[src/rtl/ltl_monitor_pkg.sv]
// Shared types for the runtime-verification monitor's report path:
// the default report entry layout and the collector FSM states.
package ltl_monitor_pkg;

    localparam int NUM_REPORTS_DEF = 4;
    localparam int SYM_WIDTH_DEF   = 8;
    localparam int TS_WIDTH_DEF    = 32;

    typedef struct packed {
        logic [NUM_REPORTS_DEF-1:0] report;
        logic [SYM_WIDTH_DEF-1:0]   symbol;
        logic [TS_WIDTH_DEF-1:0]    timestamp;
    } report_entry_t;

    typedef enum logic [1:0] {
        EMPTY = 2'd0,
        HOLD  = 2'd1,
        FULL  = 2'd2
    } collector_state_t;

endpackage

[src/rtl/ltl_report_collector_if.sv]
// Report output channel. Handshake: a head entry transfers on every rising
// clk edge where out_valid && out_ready; payload is held stable while out_valid && !out_ready.
interface ltl_report_collector_if #(
    parameter int NUM_REPORTS = 4,
    parameter int SYM_WIDTH   = 8,
    parameter int TS_WIDTH    = 32
);
    logic                   out_valid;
    logic                   out_ready;
    logic [NUM_REPORTS-1:0] out_report;
    logic [SYM_WIDTH-1:0]   out_symbol;
    logic [TS_WIDTH-1:0]    out_timestamp;

    modport master (
        output out_valid, out_report, out_symbol, out_timestamp,
        input  out_ready
    );

    modport slave (
        input  out_valid, out_report, out_symbol, out_timestamp,
        output out_ready
    );
endinterface

[src/rtl/ltl_report_fifo.sv]
// Synchronous FIFO of report entries with occupancy count and a synchronous flush.
// The caller only pushes when there is room (or a pop in the same cycle).
module ltl_report_fifo
    import ltl_monitor_pkg::*;
#(
    parameter type entry_t = report_entry_t,
    parameter int  DEPTH   = 8
) (
    input  logic                   clk,
    input  logic                   reset_n,
    input  logic                   flush,
    input  logic                   push,
    input  entry_t                 push_data,
    input  logic                   pop,
    output entry_t                 head,
    output logic                   full,
    output logic                   empty,
    output logic [$clog2(DEPTH):0] level
);
    localparam int AW = $clog2(DEPTH);

    logic [AW-1:0] wr_q, rd_q;
    logic [AW:0]   cnt_q;
    entry_t        mem_q [DEPTH];

    always_ff @(posedge clk or negedge reset_n) begin
        if (!reset_n) begin
            wr_q  <= '0;
            rd_q  <= '0;
            cnt_q <= '0;
        end else if (flush) begin
            wr_q  <= '0;
            rd_q  <= '0;
            cnt_q <= '0;
        end else begin
            if (push) wr_q <= wr_q + 1'b1;
            if (pop)  rd_q <= rd_q + 1'b1;
            case ({push, pop})
                2'b10:   cnt_q <= cnt_q + 1'b1;
                2'b01:   cnt_q <= cnt_q - 1'b1;
                default: cnt_q <= cnt_q;
            endcase
        end
    end

    // Storage is not reset; the collector masks the head while empty.
    always_ff @(posedge clk) begin
        if (push && !flush) mem_q[wr_q] <= push_data;
    end

    assign head  = mem_q[rd_q];
    assign level = cnt_q;
    assign full  = (cnt_q == (AW+1)'(DEPTH));
    assign empty = (cnt_q == '0);
endmodule

[src/rtl/ltl_report_collector.sv]
// Pairs each non-zero automaton report vector with the symbol and timestamp that
// produced it, queues the entry, and tracks sticky overflow and drop counts.
module ltl_report_collector
    import ltl_monitor_pkg::*;
#(
    parameter int NUM_REPORTS = 4,
    parameter int SYM_WIDTH   = 8,
    parameter int TS_WIDTH    = 32,
    parameter int DEPTH       = 8,
    parameter int DROP_WIDTH  = 16
) (
    input  logic                   clk,
    input  logic                   reset_n,
    input  logic                   run,
    input  logic [SYM_WIDTH-1:0]   symbols,
    input  logic [NUM_REPORTS-1:0] report_i,
    input  logic                   clear,
    ltl_report_collector_if.master out_if,
    output logic [$clog2(DEPTH):0] level,
    output logic                   overflow,
    output logic [DROP_WIDTH-1:0]  drop_count,
    output collector_state_t       fsm_state
);
    localparam int LW = $clog2(DEPTH) + 1;

    typedef struct packed {
        logic [NUM_REPORTS-1:0] report;
        logic [SYM_WIDTH-1:0]   symbol;
        logic [TS_WIDTH-1:0]    timestamp;
    } entry_t;

    logic [TS_WIDTH-1:0]   ts_q;
    logic [TS_WIDTH-1:0]   pts_q;
    logic [SYM_WIDTH-1:0]  sym_q;
    logic                  pend_q;
    logic                  overflow_q;
    logic [DROP_WIDTH-1:0] drop_q;
    collector_state_t      state_q;
    logic                  valid_q;

    entry_t        push_entry, head;
    logic          fifo_full, fifo_empty;
    logic [LW-1:0] fifo_level;
    logic          req, deq, push, pop, drop;

    // report_i belongs to the symbol captured on the previous run cycle.
    assign req  = pend_q && (report_i != '0);
    assign deq  = valid_q && out_if.out_ready;
    assign push = req && !clear && (!fifo_full || deq);
    assign drop = req && !clear && fifo_full && !deq;
    assign pop  = deq && !clear && !fifo_empty;

    assign push_entry = '{report: report_i, symbol: sym_q, timestamp: pts_q};

    ltl_report_fifo #(
        .entry_t (entry_t),
        .DEPTH   (DEPTH)
    ) u_fifo (
        .clk       (clk),
        .reset_n   (reset_n),
        .flush     (clear),
        .push      (push),
        .push_data (push_entry),
        .pop       (pop),
        .head      (head),
        .full      (fifo_full),
        .empty     (fifo_empty),
        .level     (fifo_level)
    );

    always_ff @(posedge clk or negedge reset_n) begin
        if (!reset_n) begin
            ts_q   <= '0;
            pts_q  <= '0;
            sym_q  <= '0;
            pend_q <= 1'b0;
        end else if (clear) begin
            ts_q   <= '0;
            pend_q <= 1'b0;
        end else if (run) begin
            ts_q   <= ts_q + 1'b1;
            pts_q  <= ts_q;
            sym_q  <= symbols;
            pend_q <= 1'b1;
        end else begin
            pend_q <= 1'b0;
        end
    end

    always_ff @(posedge clk or negedge reset_n) begin
        if (!reset_n) begin
            overflow_q <= 1'b0;
            drop_q     <= '0;
        end else if (clear) begin
            overflow_q <= 1'b0;
            drop_q     <= '0;
        end else if (drop) begin
            overflow_q <= 1'b1;
            if (drop_q != '1) drop_q <= drop_q + 1'b1;
        end
    end

    always_ff @(posedge clk or negedge reset_n) begin
        if (!reset_n) begin
            state_q <= EMPTY;
            valid_q <= 1'b0;
        end else if (clear) begin
            state_q <= EMPTY;
            valid_q <= 1'b0;
        end else begin
            case (state_q)
                EMPTY: if (push) begin
                    state_q <= HOLD;
                    valid_q <= 1'b1;
                end
                HOLD: begin
                    if (push && !pop && fifo_level == LW'(DEPTH - 1)) begin
                        state_q <= FULL;
                    end else if (pop && !push && fifo_level == LW'(1)) begin
                        state_q <= EMPTY;
                        valid_q <= 1'b0;
                    end
                end
                FULL: if (pop && !push) state_q <= HOLD;
                default: begin
                    state_q <= EMPTY;
                    valid_q <= 1'b0;
                end
            endcase
        end
    end

    // Mask the unreset FIFO storage so every output reads 0 while empty.
    assign out_if.out_valid     = valid_q;
    assign out_if.out_report    = valid_q ? head.report    : '0;
    assign out_if.out_symbol    = valid_q ? head.symbol    : '0;
    assign out_if.out_timestamp = valid_q ? head.timestamp : '0;

    assign level      = fifo_level;
    assign overflow   = overflow_q;
    assign drop_count = drop_q;
    assign fsm_state  = state_q;
endmodule
[src/flat_wrapper.sv]
// flat-port wrapper written by rule: the top's interface ports become plain ports
module ltl_report_collector_flat import ltl_monitor_pkg::*;
#(
    parameter int NUM_REPORTS = 4,
    parameter int SYM_WIDTH   = 8,
    parameter int TS_WIDTH    = 32,
    parameter int DEPTH       = 8,
    parameter int DROP_WIDTH  = 16
)
  (clk, reset_n, run, symbols, report_i, clear, level, overflow, drop_count, fsm_state, out_if_out_valid, out_if_out_report, out_if_out_symbol, out_if_out_timestamp, out_if_out_ready);
  ltl_report_collector_if #(.NUM_REPORTS(NUM_REPORTS), .SYM_WIDTH(SYM_WIDTH), .TS_WIDTH(TS_WIDTH)) out_if_i ();
  input  logic clk;
  input  logic reset_n;
  input  logic run;
  input  logic [SYM_WIDTH-1:0] symbols;
  input  logic [NUM_REPORTS-1:0] report_i;
  input  logic clear;
  output logic [$clog2(DEPTH):0] level;
  output logic overflow;
  output logic [DROP_WIDTH-1:0] drop_count;
  output collector_state_t fsm_state;
  output wire logic [$bits(out_if_i.out_valid)-1:0] out_if_out_valid;
  output wire logic [$bits(out_if_i.out_report)-1:0] out_if_out_report;
  output wire logic [$bits(out_if_i.out_symbol)-1:0] out_if_out_symbol;
  output wire logic [$bits(out_if_i.out_timestamp)-1:0] out_if_out_timestamp;
  input wire logic [$bits(out_if_i.out_ready)-1:0] out_if_out_ready;
  assign out_if_out_valid = out_if_i.out_valid;
  assign out_if_out_report = out_if_i.out_report;
  assign out_if_out_symbol = out_if_i.out_symbol;
  assign out_if_out_timestamp = out_if_i.out_timestamp;
  assign out_if_i.out_ready = out_if_out_ready;
  ltl_report_collector #(.NUM_REPORTS(NUM_REPORTS), .SYM_WIDTH(SYM_WIDTH), .TS_WIDTH(TS_WIDTH), .DEPTH(DEPTH), .DROP_WIDTH(DROP_WIDTH)) u_core (.clk(clk), .reset_n(reset_n), .run(run), .symbols(symbols), .report_i(report_i), .clear(clear), .out_if(out_if_i), .level(level), .overflow(overflow), .drop_count(drop_count), .fsm_state(fsm_state));
endmodule
[config.mk]
export PLATFORM = sky130hd
export DESIGN_NAME = ltl_report_collector_flat
export DESIGN_NICKNAME = d
export VERILOG_FILES = /design/src/rtl/ltl_monitor_pkg.sv /design/src/rtl/ltl_report_collector_if.sv /design/src/rtl/ltl_report_fifo.sv /design/src/rtl/ltl_report_collector.sv /design/src/flat_wrapper.sv
export SDC_FILE = /design/constraint.sdc
export NUM_CORES = 1
export LEC_CHECK = 0
export BUFFER_PORTS_ARGS = -buffer_cell sky130_fd_sc_hd__clkbuf_2
export CAP_MARGIN = 0
export CORE_ASPECT_RATIO = 0.7
export CORE_MARGIN = 2
export CORE_UTILIZATION = 41
export CTS_CLUSTER_DIAMETER = 120
export DETAILED_ROUTE_END_ITERATION = 6
export GPL_ROUTABILITY_DRIVEN = 0
export GPL_TIMING_DRIVEN = 0
export HOLD_SLACK_MARGIN = 0.02
export SKIP_CTS_REPAIR_TIMING = 1
export SYNTH_ARGS = -nofsm -noshare
export SYNTH_HDL_FRONTEND = slang
export SYNTH_HIERARCHICAL = 1
export SYNTH_SLANG_ARGS = --single-unit
export TNS_END_PERCENT = 30
[constraint.sdc]
create_clock -name clk -period 8.5 [get_ports clk]
set_clock_uncertainty 0.1 [all_clocks]
set_input_delay 0.425 -clock clk [delete_from_list [all_inputs] [get_ports clk]]
set_output_delay 0.425 -clock clk [all_outputs]
set_load 0.01 [all_outputs]
After elaboration in Yosys (flattened, before gate mapping):

Memories as Yosys holds them, arrays and structs flattened.
Cells that the tools add are included.

* memories: 1
* logic and storage cells: 97
* input bits: 17
* bits in writable memories: 352
* output and inout port bits: 68
* register bits after elaboration: 103

* mux-type cells: 31
* $add $sub $neg: 6
* bitwise operators: 1
* reduce and logical (&&, ||, !) cells: 33
* eq/ne operators: 14

Memory list
* u_core.u_fifo.mem_q: words 8, bits a word 44, rd ports 1, clocked after memory_dff 0, write ports 1, RTL line ltl_report_fifo.sv:24 `entry_t mem_q [DEPTH];`

Operator list (count)
* two-way mux 32 bit: 3
* two-way mux 16 bit: 3
* adder 32 x 1 -> 32 bit (second input constant): 1
* adder 16 x 1 -> 16 bit (second input constant): 1
* inequality test 16 bit (second input constant): 1
* logical AND 1 bit: 13
* two-way mux 3 bit: 4
* two-way mux 1 bit: 10
* two-way mux 2 bit: 5
* nonzero test 2 bit: 5
* inequality test 3 x 2 -> 1 bit (second input constant): 3
* two-way mux 4 bit: 2
* two-way mux 8 bit: 1
* case mux 4 bit (2 select lines): 1
* adder 3 x 1 -> 3 bit (second input constant): 2
* zero test 1 bit: 6
* case mux 2 bit (3 select lines): 1
* adder 4 x 1 -> 4 bit (second input constant): 1
* == test 2 x 1 -> 1 bit (second input constant): 2
* == test 2 bit (second input constant): 2
* == test 4 x 1 -> 1 bit (second input constant): 1
* == test 4 x 3 -> 1 bit (second input constant): 1
* == test 4 bit (second input constant): 1
* zero test 4 bit: 1
* 13 further kinds: 14

Logic depth before layout (Yosys ltp):

* depth in word-level cells: 11
* depth in mapped cells: 11
* mapped depth without buffers: 11

By module:

The synthesis kept the hierarchy.

Modules (own cells, without submodules)
* ltl_report_fifo: sequential area each 10820.4 um^2, cells each 587, area an instance 13869.6 um^2, instances 1
* ltl_report_collector: sequential area each 2327.2 um^2, cells each 428, area an instance 4534.3 um^2, instances 1

Worst setup path after synthesis:

Ideal clock, no wire load.

* path type: register to register
* start point: register u_core.u_fifo.cnt_q[1] (netlist: u_core/u_fifo/level[1])
* end point: memory u_core/u_fifo/mem_q[0][0] in the netlist's numbering (enable)
* required time: 7.845 ns
* slack: 1.937 ns
* clock period less this slack: 6.563 ns
* cell stages (with the launch flop): 9
* setup time: 0.555 ns
* path buffers: 2
* arrival: 5.908 ns
* path through: dfrtp_1 -> clkbuf_1 -> nor4_1 -> a21boi_1 -> or3_1 -> inv_1 -> buf_2 -> nand2b_1 -> nor4_1

* longest elaborated chain between the ends: 7

Ends and longest elaborated chain
* from (decl): RTL line ltl_report_fifo.sv:23 `logic [AW:0] cnt_q;`
* from (signal assigned): RTL line ltl_report_fifo.sv:39 `2'b10: cnt_q <= cnt_q + 1'b1;`
* from (signal assigned): RTL line ltl_report_fifo.sv:40 `2'b01: cnt_q <= cnt_q - 1'b1;`
* from (signal assigned): RTL line ltl_report_fifo.sv:41 `default: cnt_q <= cnt_q;`
* == test 4 bit: RTL line ltl_report_fifo.sv:53 `assign full = (cnt_q == (AW+1)'(DEPTH));`
* via u_core.fifo_full: RTL line ltl_report_collector.sv:42 `logic fifo_full, fifo_empty;`
* zero test 1 bit: RTL line ltl_report_collector.sv:49 `assign push = req && !clear && (!fifo_full || deq);`
* logical OR 1 bit: RTL line ltl_report_collector.sv:49
* logical AND 1 bit: RTL line ltl_report_collector.sv:49
* via u_core.push: RTL line ltl_report_collector.sv:44 `logic req, deq, push, pop, drop;`
* logical AND 1 bit: RTL line ltl_report_fifo.sv:48 `if (push && !flush) mem_q[wr_q] <= push_data;`
* two-way mux 1 bit: RTL line ltl_report_fifo.sv:48
* two-way mux 1 bit (not written as such): RTL line ltl_report_fifo.sv:48
* to (decl): RTL line ltl_report_fifo.sv:24

The timed path passes the listed nets, and every way through them passes these cells.

Final worst setup path:

* start point: register u_core.u_fifo.cnt_q[1] (netlist: u_core/u_fifo/level[1])
* end point: memory u_core/u_fifo/mem_q[5][30] in the netlist's numbering (enable)

The elaborated chain is that of the path after synthesis.

==> summary.txt <==
clock latency at the later pin of the worst-skew pair - 0.54 ns
power per standard cell area - 209 nW/um^2
IO buf count - 84
Clock Path Buffers - 3
Die Ht - 181 microns
Die X - 257 microns
r2r worst-path depth - 9
Cell Rows - 64
Cell Chain, Critical Path - clkbuf_1 > nor4_1 > a21boi_1 > or3_1 > inv_1 > buf_2 > nand2_1 > nor2_4 > buf_12
Seq/Total Area, Yosys - 0.714
Mean Syn Cell Area - 18.1 sq um
critical path class - register to register
Synth warnings - 6
Post-synth EDFFs - 352
worst hold path type - input port to register
R2R setup slack - 4.77 ns
aggregate global routing overflow - 0
Req. time, crit path - 8.63 ns
FF-to-FF End - u_core/u_fifo/mem_q[5][30]$_DFFE_PP_
clock root buffer - clkbuf_16
multiplexer share of the synthesized area - 0.161
Post-Syn Instances - 1015
Post-Synth XOR/XNOR Area - 0.0167
Max Clk Rate - 268 MHz
Core Box Area - 44000 sq um
Async SR Flop Fraction - 0.226
RR Startpoint - u_core/u_fifo/level[1]$_DFFE_PN0P_
I/O pin count - 85
post-DP HPWL - 25.2 mm
Period minus WS final - 3.73 ns
Leak - 7.63 nW
Starting Density - 0.419
die area - 46600 sq um
crit path max fanout - 23
post-synthesis simple-gate area fraction - 0.0684
Synthesized Nets - 1038
first-pass iteration count of the detailed router - 5
post-synthesis adder-cell area fraction - 0.00408
compound-cell area share of the yosys netlist - 0.0184
largest family of logic cells by synthesized area - multiplexers
number of diodes - 0
WL/cell - 22.2 microns
Layout Nets - 1200
max_cap viols - 0
DR vias/cell - 5.30
Netlist cell types - 62
maximum VDD drop - 0.000161 V
Post-DRT Antenna Nets - 0
fin area - 21400 sq um
CTS tree - built
synthesized flop and latch total - 455
DRC viols - 0
Critical Path Sink - u_core/u_fifo/mem_q[5][30]$_DFFE_PP_
Post-Syn Area - 18400 sq um
Clk pin slew, worst setup/hold paths - 0.06 ns
Routed Wire Length - 40.1 mm
depth of the CTS H-tree - 2
largest net degree at the start of global routing - 99
Slew @ Worst Pin - 1.02 ns
routed via count - 9570
Inserted Clock Buffers - 43
layout cells sized above 1 - 0.314
Placement Cell Area - 20000 sq um
first-pass GRT wire length - 61.0 mm
Crit-path slowest cell - nor2_4
WP data arrival - 3.85 ns
vias in the first global route - 9613
Fillers - 3689
Tot GR Track Use - 0.174
CP Launch Type - register
Top FF cell, synth - edfxtp_1
initial antenna violation count - 1
RSZ-0062 raised after global routing - false
PnR Total Power - 4.48 mW
Final Max Slew Viols - 0
crit end category - register
status - finished clean
worst setup path start - u_core/u_fifo/level[1]$_DFFE_PN0P_
Layout area overhead - 16.5%
crit-path max cell delay - 0.82 ns
Num Clock Sinks - 455
Initial DRC Count - 753
Slew Limit Headroom - 0.319
fin crit share - 0.438
Final Hold Viols - 0
final setup vio count - 0
-- critical path, delay by kind of cell, from the launching register on --
family	cells	cell delay [ns]
AOI/OAI and AO/OA	1	0.22
and+or+nand+nor	4	1.60
DFF	1	0.40
buffers and inverters	4	1.06
-- logic make-up after synthesis --
logic type,Yosys count
AOI/OAI and AO/OA,50
xor gates and xnor gates,35
adders and majority gates,6
buffers and inverters,63
DFF,455
muxes,176
and+or+nand+nor,230
-- cell usage after synthesis (all sizes together) (6+ instances only) --
library cell | count | area (sq um)
nor2b | 6 | 37.5
nand3 | 19 | 100
xor2 | 12 | 105
nand4 | 8 | 56.3
and4 | 9 | 81.3
edfxtp | 352 | 10600
nor3 | 11 | 55.1
mux4 | 88 | 1980
clkbuf | 23 | 86.3
o21ai | 13 | 65.1
buf | 26 | 169
mux2 | 83 | 938
a21oi | 16 | 83.8
or3 | 8 | 50.1
nor4 | 9 | 62.6
xnor2 | 23 | 201
nor2 | 58 | 218
and2 | 46 | 288
dfrtp | 103 | 2580
inv | 14 | 52.6
ha | 6 | 75.1
nand2 | 31 | 116
-- where the power goes --
part / total, mW / internal (mW) / switching [mW]
sequential: 2.43 / 2.41 / 0.0248
clock: 1.88 / 1.09 / 0.796
combinational: 0.162 / 0.0630 / 0.0995
total: 4.48 / 3.56 / 0.920
-- per-stage QoR --
stage | std cells | hold WS [ns] | worst slack (ns) | TNS (ns) | utilization
final | 1805 | 0.0549 | 4.77 | 0 | 0.488
after global routing | 1805 | 0.0342 | 4.55 | 0 | 0.488
after CTS | 1799 | -0.429 | 4.77 | 0 | 0.486
after detailed placement | 1720 | 0.151 | 4.82 | 0 | 0.455
after global placement | 1693 | 0.406 | -3.30 | -277.61 | 0.445
after floorplan | 1015 | 0.0294 | 1.94 | 0 | -
-- per-layer routing --
metal  track usage  routed length [microns]
met4        0.0414                      675
met5             0                        0
met1         0.269                    19500
met3        0.0314                     2030
met2         0.255                    17900
-- worst min path at each step --
stage / cells past startpoint / from / end / slack [ns]
6_report: 2 / symbols[7] / u_core/sym_q[7]$_DFFE_PN0P_ / 0.05
5_1_grt: 2 / symbols[2] / u_core/sym_q[2]$_DFFE_PN0P_ / 0.03
4_1_cts: 1 / reset_n / u_core/drop_count[11]$_DFFE_PN0P_ / -0.43
3_5_place_dp: 1 / reset_n / u_core/drop_count[11]$_DFFE_PN0P_ / 0.15
3_3_place_gp: 2 / u_core/overflow$_DFFE_PN0P_ / u_core/overflow$_DFFE_PN0P_ / 0.41
2_1_floorplan: 0 / reset_n / u_core/drop_count[0]$_DFFE_PN0P_ / 0.03
-- sequential cells by signal, indices dropped and copies added (netlist names) --
signal and count:
u_core/sym_q 8, u_core/ts_q 32, u_core/u_fifo/level 4, u_core/pts_q 32, u_core/out_if.out_valid 1, u_core/u_fifo/mem_q 352, u_core/fsm_state 2, u_core/drop_count 16
u_core/u_fifo/wr_q 3, u_core/pend_q 1, u_core/overflow 1, u_core/u_fifo/rd_q 3
-- cell usage in the layout, fill, tap and decap left out, types with 4 or more instances in the layout --
cell type / Yosys / routed
mux2_2: 79 / 79
and4_1: 8 / 8
mux4_2: 88 / 88
dlygate4sd3_1: 0 / 6
a21oi_1: 15 / 15
and3_1: 5 / 5
nor4_1: 8 / 6
nor2_1: 58 / 52
nor3_1: 11 / 11
edfxtp_1: 352 / 352
or4_1: 4 / 4
nand3_1: 18 / 18
nor2b_1: 6 / 6
xnor2_1: 23 / 23
nand2_1: 31 / 31
clkbuf_16: 0 / 45
o21ai_1: 4 / 4
buf_2: 16 / 16
buf_1: 5 / 5
dfrtp_1: 103 / 103
nand4_1: 7 / 7
nand2b_1: 4 / 4
clkbuf_8: 0 / 7
mux2i_1: 5 / 5
inv_1: 14 / 14
o21ai_0: 9 / 9
xor2_1: 12 / 12
buf_12: 2 / 10
or3_1: 8 / 8
clkbuf_1: 23 / 38
o31ai_1: 4 / 4
buf_6: 2 / 5
buf_4: 1 / 15
and2_1: 46 / 46
clkbuf_2: 0 / 83
nor2_4: 0 / 6
ha_1: 6 / 6
clkinv_2: 0 / 6
-- final cells by class --
type	count	area, sq um	share of cell area
buffer	49	255	0.0119
clock buffer	66	1260	0.0590
clock inverter	13	119	0.00555
inverter	14	52.6	0.00245
multi-input combinational	497	5010	0.234
sequential	455	13100	0.613
tap	594	743	0.0347
timing repair buffer	117	843	0.0393
(Power assumes the default switching activity.)
